[config.mk]
export PLATFORM = sky130hd
export DESIGN_NAME = mem_access_ctrl
export DESIGN_NICKNAME = d
export VERILOG_FILES = /design/src/rtl/mem_access_ctrl.sv
export SDC_FILE = /design/constraint.sdc
export NUM_CORES = 1
export LEC_CHECK = 0
export ABC_AREA = 1
export CORE_MARGIN = 5
export CORE_UTILIZATION = 40
export CTS_CLUSTER_DIAMETER = 80
export DETAILED_ROUTE_END_ITERATION = 10
export GPL_TIMING_DRIVEN = 0
export PLACE_DENSITY = 0.82
export SYNTH_ARGS = -nofsm -noshare
export SYNTH_HDL_FRONTEND = slang
export SYNTH_SLANG_ARGS = --single-unit
[constraint.sdc]
create_clock -name clk -period 5.58 [get_ports clk]
set_input_delay 1.116 -clock clk [delete_from_list [all_inputs] [get_ports clk]]
set_output_delay 1.116 -clock clk [all_outputs]
set_load 0.005 [all_outputs]
[src/rtl/mem_access_ctrl.sv]
// Memory-stage SRAM access controller: load/store to multi-cycle SRAM bus.
// Optional write readback check under `MEM_WRITE_VERIFY_EN`.
module mem_access_ctrl #(
  parameter int STROBE_CYCLES = 2,
  parameter int ADDR_W        = 16
) (
  input  logic              clk,
  input  logic              rst,
  input  logic              reqValid,
  input  logic [1:0]        memControl,
  input  logic [ADDR_W-1:0] addrIn,
  input  logic [15:0]       dataIn,
  output logic              busy,
  output logic [15:0]       readData,
  output logic              readValid,
  output logic              writeDone,
  output logic              illegalReq,
  output logic              verifyErr,
  output logic [ADDR_W-1:0] ramAddr,
  output logic [15:0]       ramDataOut,
  output logic              ramDataOe,
  input  logic [15:0]       ramDataIn,
  output logic              ramCe_n,
  output logic              ramOe_n,
  output logic              ramWe_n
);

  localparam logic [3:0] CNT_INIT = 4'(STROBE_CYCLES - 1);

  typedef enum logic [3:0] {
    S_IDLE,
    S_WSETUP,
    S_WSTROBE,
    S_WHOLD,
    S_RSETUP,
    S_RSTROBE,
    S_RDONE,
    S_VSETUP,
    S_VSTROBE,
    S_VDONE
  } state_t;

  state_t            r_state;
  state_t            w_nxt;
  logic [3:0]        r_cnt;
  logic              w_accept;
  logic              w_cntLoad;
  logic              w_oeStrobe;
  logic              w_wrDone;
  logic              r_busy;
  logic [15:0]       r_readData;
  logic              r_readValid;
  logic              r_writeDone;
  logic              r_illegal;
  logic [ADDR_W-1:0] r_addr;
  logic [15:0]       r_dout;
  logic              r_doe;
  logic              r_ceN;
  logic              r_oeN;
  logic              r_weN;

  assign w_accept = (r_state == S_IDLE) && reqValid
                    && (memControl != 2'b00);

  always_comb begin
    w_nxt = r_state;
    case (r_state)
      S_IDLE: begin
        if (w_accept)
          w_nxt = memControl[1] ? S_RSETUP : S_WSETUP;
      end
      S_WSETUP:  w_nxt = S_WSTROBE;
      S_WSTROBE: if (r_cnt == 4'd0) w_nxt = S_WHOLD;
`ifdef MEM_WRITE_VERIFY_EN
      S_WHOLD:   w_nxt = S_VSETUP;
      S_VSETUP:  w_nxt = S_VSTROBE;
      S_VSTROBE: if (r_cnt == 4'd0) w_nxt = S_VDONE;
      S_VDONE:   w_nxt = S_IDLE;
`else
      S_WHOLD:   w_nxt = S_IDLE;
`endif
      S_RSETUP:  w_nxt = S_RSTROBE;
      S_RSTROBE: if (r_cnt == 4'd0) w_nxt = S_RDONE;
      S_RDONE:   w_nxt = S_IDLE;
      default:   w_nxt = S_IDLE;
    endcase
  end

  assign w_cntLoad = (r_state == S_WSETUP)
                     || (r_state == S_RSETUP)
                     || (r_state == S_VSETUP);

`ifdef MEM_WRITE_VERIFY_EN
  logic r_verifyErr;
  assign w_oeStrobe = (w_nxt == S_RSTROBE)
                      || (w_nxt == S_VSTROBE);
  assign w_wrDone   = (w_nxt == S_VDONE);
  assign verifyErr  = r_verifyErr;

  // Compare on the edge leaving the last verify strobe.
  always_ff @(posedge clk or posedge rst) begin
    if (rst)
      r_verifyErr <= 1'b0;
    else if (w_nxt == S_VDONE && ramDataIn != r_dout)
      r_verifyErr <= 1'b1;
  end
`else
  assign w_oeStrobe = (w_nxt == S_RSTROBE);
  assign w_wrDone   = (w_nxt == S_WHOLD);
  assign verifyErr  = 1'b0;
`endif

  always_ff @(posedge clk or posedge rst) begin
    if (rst) begin
      r_state     <= S_IDLE;
      r_cnt       <= 4'd0;
      r_busy      <= 1'b0;
      r_readData  <= 16'h0000;
      r_readValid <= 1'b0;
      r_writeDone <= 1'b0;
      r_illegal   <= 1'b0;
      r_addr      <= '0;
      r_dout      <= 16'h0000;
      r_doe       <= 1'b0;
      r_ceN       <= 1'b1;
      r_oeN       <= 1'b1;
      r_weN       <= 1'b1;
    end else begin
      r_state     <= w_nxt;
      r_busy      <= (w_nxt != S_IDLE);
      r_ceN       <= (w_nxt == S_IDLE);
      r_weN       <= (w_nxt != S_WSTROBE);
      r_oeN       <= !w_oeStrobe;
      r_doe       <= (w_nxt == S_WSETUP)
                     || (w_nxt == S_WSTROBE)
                     || (w_nxt == S_WHOLD);
      r_illegal   <= w_accept && (memControl == 2'b11);
      r_writeDone <= w_wrDone;
      r_readValid <= (w_nxt == S_RDONE);
      if (w_accept) begin
        r_addr <= addrIn;
        r_dout <= dataIn;
      end
      if (w_cntLoad)
        r_cnt <= CNT_INIT;
      else if (r_cnt != 4'd0)
        r_cnt <= r_cnt - 4'd1;
      if (w_nxt == S_RDONE)
        r_readData <= ramDataIn;
    end
  end

  assign busy       = r_busy;
  assign readData   = r_readData;
  assign readValid  = r_readValid;
  assign writeDone  = r_writeDone;
  assign illegalReq = r_illegal;
  assign ramAddr    = r_addr;
  assign ramDataOut = r_dout;
  assign ramDataOe  = r_doe;
  assign ramCe_n    = r_ceN;
  assign ramOe_n    = r_oeN;
  assign ramWe_n    = r_weN;

endmodule

==> impl_metrics.toml <==
[final_layout]
nets = 465
multi_input_area_sq_um = 867
fillCellCount = 535
antenna_cells = 0
seq_area_sq_um = 1610
area_growth_pct = 54.4
final_cell_count_no_fill = 493
final_layout_size_suffix_gt1_share_pct = 12.7
fin_util_pct = 63.4

[drt]
viasPerCell = 4.49
first_iter_violations = 55
totalWireLength_mm = 6.22
wl_per_cell_um = 12.6
num_vias = 2216
drt-pass1-iter-count = 4
drc_errors = 0
antenna_left = 0

[cts]
cts-hold-fix-buffers = 0
cts_max_path_buffers = 2
ctsHtreeMaxLevel = 3
cts_setup_buffers = 0
cts_buffers = 9
insertion_delay_ps = 320
path_clk_slew_ps = 70
cts_resized = 0
cts_tree = "done"
cts_num_sinks = 64
root_buffer = "clkbuf_8"

[worst_setup_path]
ff2ff_setup_slack_ps = 4020
critical_path_required_ps = 4460
crit_family = "flip-flops"
arrival_ps = 1350
critical_path.endpoint_type = "output port"
worstSetupPathType = "flop to output port"
path_buf_inv = 1
worstPathMaxFanout = 1
crit_slowest_cell = "dfstp_2"
crit_chain = "clkdlybuf4s50_1"
critPathLaunchType = "flop"
cpPeakStageDelay_ps = 530

[floorplanning]
die_y_um = 90.7
die_w_um = 90.7
initial_core_util_pct = 41.0
core_area_sq_um = 6350
num_rows = 29
die-area_sq_um = 8230
pin_count = 110

[yosys]
netlist_top_cells_area = "dfrtp_1, nand2_1, dfstp_2"
yosys_warnings = 0
synthArstFlopShare_pct = 100
ys_seq_area_share_pct = 61.6
synth_common_cells = "nand2_1, dfrtp_1, inv_1, nand2_2, nor2_1"
synth_top_area_share_pct = 58.6
yosysMostFrequentCell = "nand2_1"
synthCells = 290
ys.flop_type = "dfrtp_1"
synth_cell_types = 27
synth_edf_count = 0
synthesis.area_per_instance_sq_um = 8.99
synth-seq-cells = 64
synth_top_cell_by_area = "dfrtp_1"
syn_area_sq_um = 2610

[global_routing]
grt_max_degree = 41
grt_pass1_wl_mm = 10.4
grt.overflow.total = 0
grt_pass1_vias = 2207
track_usage_pct = 15.5
antenna_found_initial = 0

[sta]
slew_headroom_pct = 64.3
final-setup-viol-count = 0
finClkSkew_ps = 5.75
fin_setup_tns_ps = 0
fmax_mhz = 406
fin_crit_sh_pct = 44.2
hold_violations = 0
rsz0062_at_grt = "no"
tightest_slew_ps = 535
slew_viol_final = 0
fin_crit_ps = 2460

[flow_run]
drv_cap = 0

[place]
dp.cells = 477
port_buffers = 108
place.gp.congestion = 0.761
detailed_place_hpwl_mm = 4.69

[worst_hold_path]
hold_class = "flop to flop"

[power_and_ir_drop]
leakage_nw = 1.98
power_density_nw_per_um2 = 389
irDropWorstVdd_mv = 0.232

[status]
outcome = "complete, no violations"
==> state kept, by name, summed over array words and instances (netlist names) <==
signal,flops
ramAddr,16
ramDataOut,16
readData,16
r_cnt,4
r_state,4
busy,1
illegalReq,1
ramCe_n,1
ramDataOe,1
ramOe_n,1
ramWe_n,1
readValid,1
writeDone,1
==> power breakdown <==
group	switching, mW	total (mW)	internal [mW]
Clock	0.163	0.418	0.255
Combinational	0.194	0.486	0.292
Sequential	0.0713	0.661	0.590
Total	0.429	1.57	1.14
==> cell families (layout without fill, tap and decap cells) <==
family                   Yosys count  count (layout)  share of synthesized area, %
other                              1               2                         0.144
AO/OA/AOI/OAI                      4               4                          1.01
buffers and inverters             27             152                          5.28
flip-flops                        64              64                          61.6
AND/OR/NAND/NOR                  191             191                          30.8
adder cells (fa/ha/maj)            1               1                         0.480
XOR/XNOR                           2               2                         0.672
==> path summary, 6_finish.rpt <==
path	startpoint	endpoint	depth (start not counted)
setup / recovery	ramCe_n$_DFF_PP1_	ramCe_n	1
hold / removal	ramDataOut[13]$_DFFE_PP0P_	ramDataOut[13]$_DFFE_PP0P_	2
setup reg to reg	r_cnt[0]$_DFFE_PP0P_	readData[13]$_DFFE_PP0P_	8
hold reg to reg	ramDataOut[13]$_DFFE_PP0P_	ramDataOut[13]$_DFFE_PP0P_	2
max in group asynchronous	rst	r_state[3]$_DFF_PP0_	3
min in group asynchronous	rst	readData[8]$_DFFE_PP0P_	2
==> metrics by stage <==
step | instance area [sq um] | worst slack [ps] | hold slack, ps | total power, mW
after floorplan | 2610 | 2870 | 465 | 0.855
after global placement | 3790 | 1750 | 452 | 1.14
after detailed placement | 3810 | 2990 | 458 | 1.16
after CTS | 4030 | 3100 | 474 | 1.59
after global routing | 4030 | 3070 | 488 | 1.68
final | 4030 | 3120 | 470 | 1.57
==> routing by layer <==
metal	global-route usage [%]	share of wire, %	wire, um	vias to the layer above
met5	0	0	0	-
met4	5.58	1.2	72	0
met3	6.50	10	652	8
met2	24.3	46	2850	84
met1	19.0	42	2640	1011
li1	-	-	-	1113
==> cell type report <==
class	count	share of cell area (%)
buffer	9	1.68
clock buffer	14	4.54
clock inverter	2	0.870
inverter	18	1.74
multi-input combinational	200	21.5
sequential	64	39.9
tap	77	2.39
timing repair buffer	109	27.4
==> cells in the final DEF (no fill, tap or decap), types with 2 or more instances in the layout <==
master / instances
dfstp_2: 3
nor2_2: 4
nand2_2: 11
buf_6: 2
conb_1: 2
nand3_1: 5
inv_1: 13
nand2_1: 153
nor3_1: 2
inv_2: 4
buf_2: 3
dfrtp_1: 61
nor2_1: 10
clkdlybuf4s50_1: 108
nor2_4: 2
clkbuf_8: 13
buf_4: 4
No activity file was read; power rests on OpenSTA's default activity.
